**src/rtl/branch_resolve_unit.sv**
```systemverilog
// Branch resolve unit: owns the NZCV flag register, resolves ARM condition codes,
// and issues a registered fetch redirect with a post-redirect wrong-path squash window.
module branch_resolve_unit #(
    parameter int ADDR_W    = 64,
    parameter int OFF_W     = 26,
    parameter int SQUASH    = 2,
    parameter int FWD_FLAGS = 1
) (
    input  logic              clk,
    input  logic              reset_n,
    input  logic              flag_we,
    input  logic [3:0]        flags_in,
    input  logic              br_valid,
    output logic              br_ready,
    input  logic              br_uncond,
    input  logic [3:0]        br_cond,
    input  logic [ADDR_W-1:0] br_pc,
    input  logic [OFF_W-1:0]  br_off,
    input  logic              flush,
    output logic              redirect_valid,
    input  logic              redirect_ready,
    output logic [ADDR_W-1:0] redirect_pc,
    output logic              res_valid,
    output logic              res_taken,
    output logic              res_squashed,
    output logic [3:0]        flags_q,
    output logic              squash_active
);

    localparam int CNT_W = (SQUASH > 0) ? $clog2(SQUASH + 1) : 1;

    logic [3:0]        nzcv_q;
    logic              rvld_q, res_vld_q, res_tkn_q, res_sq_q;
    logic [ADDR_W-1:0] rpc_q;
    logic [CNT_W-1:0]  cnt_q;

    logic [3:0]        eval_flags;
    logic              cond_ok, taken, accept, rdone, new_redir, sq;
    logic [ADDR_W-1:0] off_sext, target;

    function automatic logic cond_pass(input logic [3:0] cc, input logic [3:0] f);
        logic n, z, c, v;
        {n, z, c, v} = f;
        unique case (cc)
            4'h0: cond_pass = z;
            4'h1: cond_pass = !z;
            4'h2: cond_pass = c;
            4'h3: cond_pass = !c;
            4'h4: cond_pass = n;
            4'h5: cond_pass = !n;
            4'h6: cond_pass = v;
            4'h7: cond_pass = !v;
            4'h8: cond_pass = c & !z;
            4'h9: cond_pass = !c | z;
            4'ha: cond_pass = (n == v);
            4'hb: cond_pass = (n != v);
            4'hc: cond_pass = !z & (n == v);
            4'hd: cond_pass = z | (n != v);
            default: cond_pass = 1'b1;  // AL and NV both always execute
        endcase
    endfunction

    assign eval_flags = ((FWD_FLAGS != 0) && flag_we) ? flags_in : nzcv_q;
    assign cond_ok    = cond_pass(br_cond, eval_flags);
    assign taken      = br_uncond | cond_ok;

    assign off_sext   = {{(ADDR_W-OFF_W){br_off[OFF_W-1]}}, br_off};
    assign target     = br_pc + {off_sext[ADDR_W-3:0], 2'b00};

    assign br_ready   = !rvld_q | redirect_ready;
    assign accept     = br_valid & br_ready;
    assign rdone      = rvld_q & redirect_ready;
    assign sq         = (cnt_q != '0);
    // Squash is judged on the pre-edge counter, so a branch accepted alongside
    // a completing redirect is resolved before the new window opens.
    assign new_redir  = accept & !sq & taken;

    always_ff @(posedge clk or negedge reset_n) begin
        if (!reset_n) begin
            nzcv_q    <= '0;
            rvld_q    <= 1'b0;
            rpc_q     <= '0;
            res_vld_q <= 1'b0;
            res_tkn_q <= 1'b0;
            res_sq_q  <= 1'b0;
            cnt_q     <= '0;
        end else begin
            if (flag_we)
                nzcv_q <= flags_in;
            if (flush) begin
                rvld_q    <= 1'b0;
                res_vld_q <= 1'b0;
                res_tkn_q <= 1'b0;
                res_sq_q  <= 1'b0;
                cnt_q     <= '0;
            end else begin
                res_vld_q <= accept;
                res_sq_q  <= accept & sq;
                res_tkn_q <= new_redir;
                if (new_redir) begin
                    rvld_q <= 1'b1;
                    rpc_q  <= target;
                end else if (rdone) begin
                    rvld_q <= 1'b0;
                end
                if (rdone)
                    cnt_q <= CNT_W'(SQUASH);
                else if (sq)
                    cnt_q <= cnt_q - CNT_W'(1);
            end
        end
    end

    assign flags_q        = nzcv_q;
    assign redirect_valid = rvld_q;
    assign redirect_pc    = rpc_q;
    assign res_valid      = res_vld_q;
    assign res_taken      = res_tkn_q;
    assign res_squashed   = res_sq_q;
    assign squash_active  = sq;

endmodule
```
**config.mk**
```make
export PLATFORM = sky130hd
export DESIGN_NAME = branch_resolve_unit
export DESIGN_NICKNAME = d
export VERILOG_FILES = /design/src/rtl/branch_resolve_unit.sv
export SDC_FILE = /design/constraint.sdc
export NUM_CORES = 1
export LEC_CHECK = 0
export ABC_AREA = 1
export CAP_MARGIN = 20
export CORE_UTILIZATION = 40
export DETAILED_ROUTE_END_ITERATION = 12
export PLACE_DENSITY = 0.76
export SLEW_MARGIN = 30
export SYNTH_ARGS = -nofsm -noshare
export SYNTH_HDL_FRONTEND = slang
export SYNTH_SLANG_ARGS = --single-unit
```
**constraint.sdc**
```tcl
create_clock -name clk -period 1.85 [get_ports clk]
set_clock_uncertainty 0.1 [all_clocks]
set_input_delay 0.4625 -clock clk [delete_from_list [all_inputs] [get_ports clk]]
set_output_delay 0.4625 -clock clk [all_outputs]
set_load 0.01 [all_outputs]
```
==> out/qor.yml <==
yosysUniqueCellTypes: 27
hold_violations: 0
viasPerCell: 5.78
syn_nets: 1796
power_density_mw_per_mm2: 770
antenna_found_initial: 1
drv_slew: 0
drt-initial-drc-count: 1412
min_path_type: "input port to flip-flop"
status: "finished, violations left"
worst-r2r-setup-slack_ns: -0.29
critPathSlowestCell: "nor3_4"
r2r-end: "redirect_pc[11]"
relSlewSlack_pct: 66.1
detail_route.wl_per_cell_um: 22.1
finalCriticalPeriod_ns: 2.35
fin_nets: 2268
worst_slack_ns: -0.499
ys_ff_latch: 74
cts.reportedPaths.clkPinSlew_ns: 0.07
place_area_mm2: 0.0131
finalCritPeriodShare_pct: 127
worstSetupPathType: "input port to flip-flop"
syn_to_final_growth_pct: 101
cpPeakStageDelay_ns: 0.38
core_mm2: 0.0213
tritoncts: "done"
avgSynthCellArea_um2: 5.40
r2r_cells: 17
critPathCaptureType: "flip-flop"
maxCapViolCount: 0
io_buffers: 178
worst_pin_slew_ns: 0.509
die_x_um: 150
final_cells: 2381
clk_path_buf_depth: 2
grt_pass1_wl_um: 67400
synth_edf_count: 0
drive_gt1_share_pct: 51.7
grt_setup_unrepaired: "true"
grt_pass1_vias: 12700
synth.top_cell.area_share_pct: 31.1
worstSetupStartpointType: "input port"
fin_area_mm2: 0.0177
fp.dieH_um: 150
rr_startpoint: "flags_q[3]"
whs_endpoint: "redirect_pc[2]"
drtAntennaViolNets: 0
final_util_pct: 83.0
violations: "setup timing"
clk_latency_ns: 0.36
initial_utilization_pct: 41.3
setup_viol: 67
grt_max_degree: 31
timing.critical_path.buf_inv: 3
synth_cells: 1628
yosys.area.top_type: "nand2_1"
synth_warnings: 0
p_leak_nw: 9.67
via_count: 13800
synth_area_leaders: "nand2_1, dfrtp_1, inv_1"
grt_remaining_overflow: 0
cts_max_level: 3
first_pass_iters: 8
cp.arrival_ns: 2.50
peakVddDrop_uv: 418
clock-sinks: 74
cp_cell_sequence: "buf_16 -> buf_12 -> ha_4 -> nand2_8 -> nor2_4 -> inv_4 -> nor2_4 -> nand2_2 -> nor3_4 -> nand2_2 -> nand3_2 -> nand2_1 -> nand3_1 -> nand2_1"
core.rowCount: 53
crit_required_ns: 2.00
routabilityCongestion: 0.960
dp.cells: 2242
yosysSeqAreaShare_pct: 21.0
path_max_fanout: 8
io_pins: 179
async_reset_ff_share_pct: 100
dieArea_mm2: 0.0226
min_path_cells: 4
synth_area_mm2: 0.00880
cts_made_buffers: 9
drc_errors: 0
dpl.hpwl_um: 28100
fmaxAchievable_ghz: 0.426
grtUsageTotal_pct: 39.5
ctsRootBufferMaster: "clkbuf_16"
wl_um: 52600
crit_family: "simple AND/OR/NAND/NOR gates"
min-delay-start: "br_off[0]"
synth_flop_cell: "dfrtp_1"
power_w: 0.0136
[worst max path at each step]
stage,start,endpoint,slack (ns),depth (start not counted)
floorplan,br_pc[2],redirect_pc[42],-0.20,15
global placement,br_pc[2],redirect_pc[26],-0.98,14
detailed placement,br_pc[2],redirect_pc[26],-0.98,14
CTS,br_off[25],redirect_pc[62],-0.21,16
global route,br_off[8],redirect_pc[41],-0.55,13
finish,br_off[25],redirect_pc[51],-0.50,14
[cell usage after synthesis (all sizes together) (4+ instances only)]
cell type and count:
inv 365, nor2 135, nor3 8, o21ai 38
nand3b 5, dfrtp 74, nand4 15, nand2 734
ha 62, nand3 95, a21oi 36, xnor2 30
buf 14, and3 4, o21bai 5
[layout by cell type, fill, tap and decap left out, types with 34 or more instances in the layout]
cell and count:
nand3_1 35, nor2_1 34, inv_1 277, inv_2 70, nand2_4 99, nand2_2 225
dfrtp_1 74, buf_6 53, dlygate4sd2_1 61, buf_4 208, nor2_4 82, nand2_1 400
ha_4 61, nand3_2 53
[worst reg2reg max path, stage by stage, from the launching register on]
cell and delay (ns):
dfrtp_1 0.38, inv_2 0.05, nand2_2 0.07, nand2_2 0.07, nand2_2 0.10, nand2_1 0.07
nand2_1 0.08, nand2_2 0.06, inv_2 0.05, nand2_2 0.06, nor2_4 0.14, nand2_4 0.10
nand2_8 0.13, buf_6 0.16, buf_12 0.10, clkbuf_16 0.16, nand2_2 0.06, o21ai_1 0.11
[what timing repair did]
item,in CTS,in global routing
gates resized for setup,852,381
hold buffers,1,0
gates cloned,13,2
buffers inserted,85,32
setup endpoints to repair,86,89
pin swaps,332,238
hold endpoints to repair,26,0
[registers in the layout, summed over array words and instances (netlist names)]
register and cells:
redirect_pc 64, flags_q 4, cnt_q 2, redirect_valid 1
res_squashed 1, res_taken 1, res_valid 1
[per-stage QoR]
| stage | hold slack (ns) | setup WS [ns] | TNS (ns) |
|---|---|---|---|
| after floorplan | 0.0669 | -0.195 | -1.53 |
| after global placement | 0.341 | -0.975 | -51.30 |
| after detailed placement | 0.350 | -0.980 | -52.87 |
| after CTS | 0.309 | -0.206 | -4.02 |
| after global routing | 0.352 | -0.548 | -17.43 |
| final | 0.328 | -0.499 | -12.71 |
[per-layer routing]
layer / part of all wire [%] / track usage (%) / up-vias
li1: - / - / 5819
met4: 9.5 / 21.5 / 0
met2: 43 / 65.8 / 1185
met5: 0 / 0 / -
met1: 35 / 48.3 / 6304
met3: 12 / 6.64 / 464
[power by group]
group / switching, W / leakage [nW] / total (W) / internal [W]
logic: 0.00446 / 8.58 / 0.00838 / 0.00392
registers: 0.000636 / 0.921 / 0.00296 / 0.00232
clock network: 0.000896 / 0.173 / 0.00226 / 0.00136
total: 0.00599 / 9.67 / 0.0136 / 0.00761
[area by class of cell]
| class | count | area (um2) |
|---|---|---|
| Timing Repair Buffer | 474 | 4510 |
| Multi-Input combinational cell | 1176 | 9190 |
| Fill cell | 1147 | 3620 |
| Clock buffer | 10 | 239 |
| Sequential cell | 74 | 1850 |
| Antenna cell | 1 | 2.50 |
| Tap cell | 275 | 344 |
| Inverter | 365 | 1420 |
| Clock inverter | 6 | 113 |
[cells by family after synthesis]
family / Yosys count / share of synthesized area (%)
buf+inv: 379 / 16.9
flops: 74 / 21.0
simple gates: 1001 / 45.2
compound gates: 80 / 4.76
xor+xnor: 31 / 3.09
fa+ha+maj: 63 / 9.04
No activity file was read; power rests on OpenSTA's default activity.
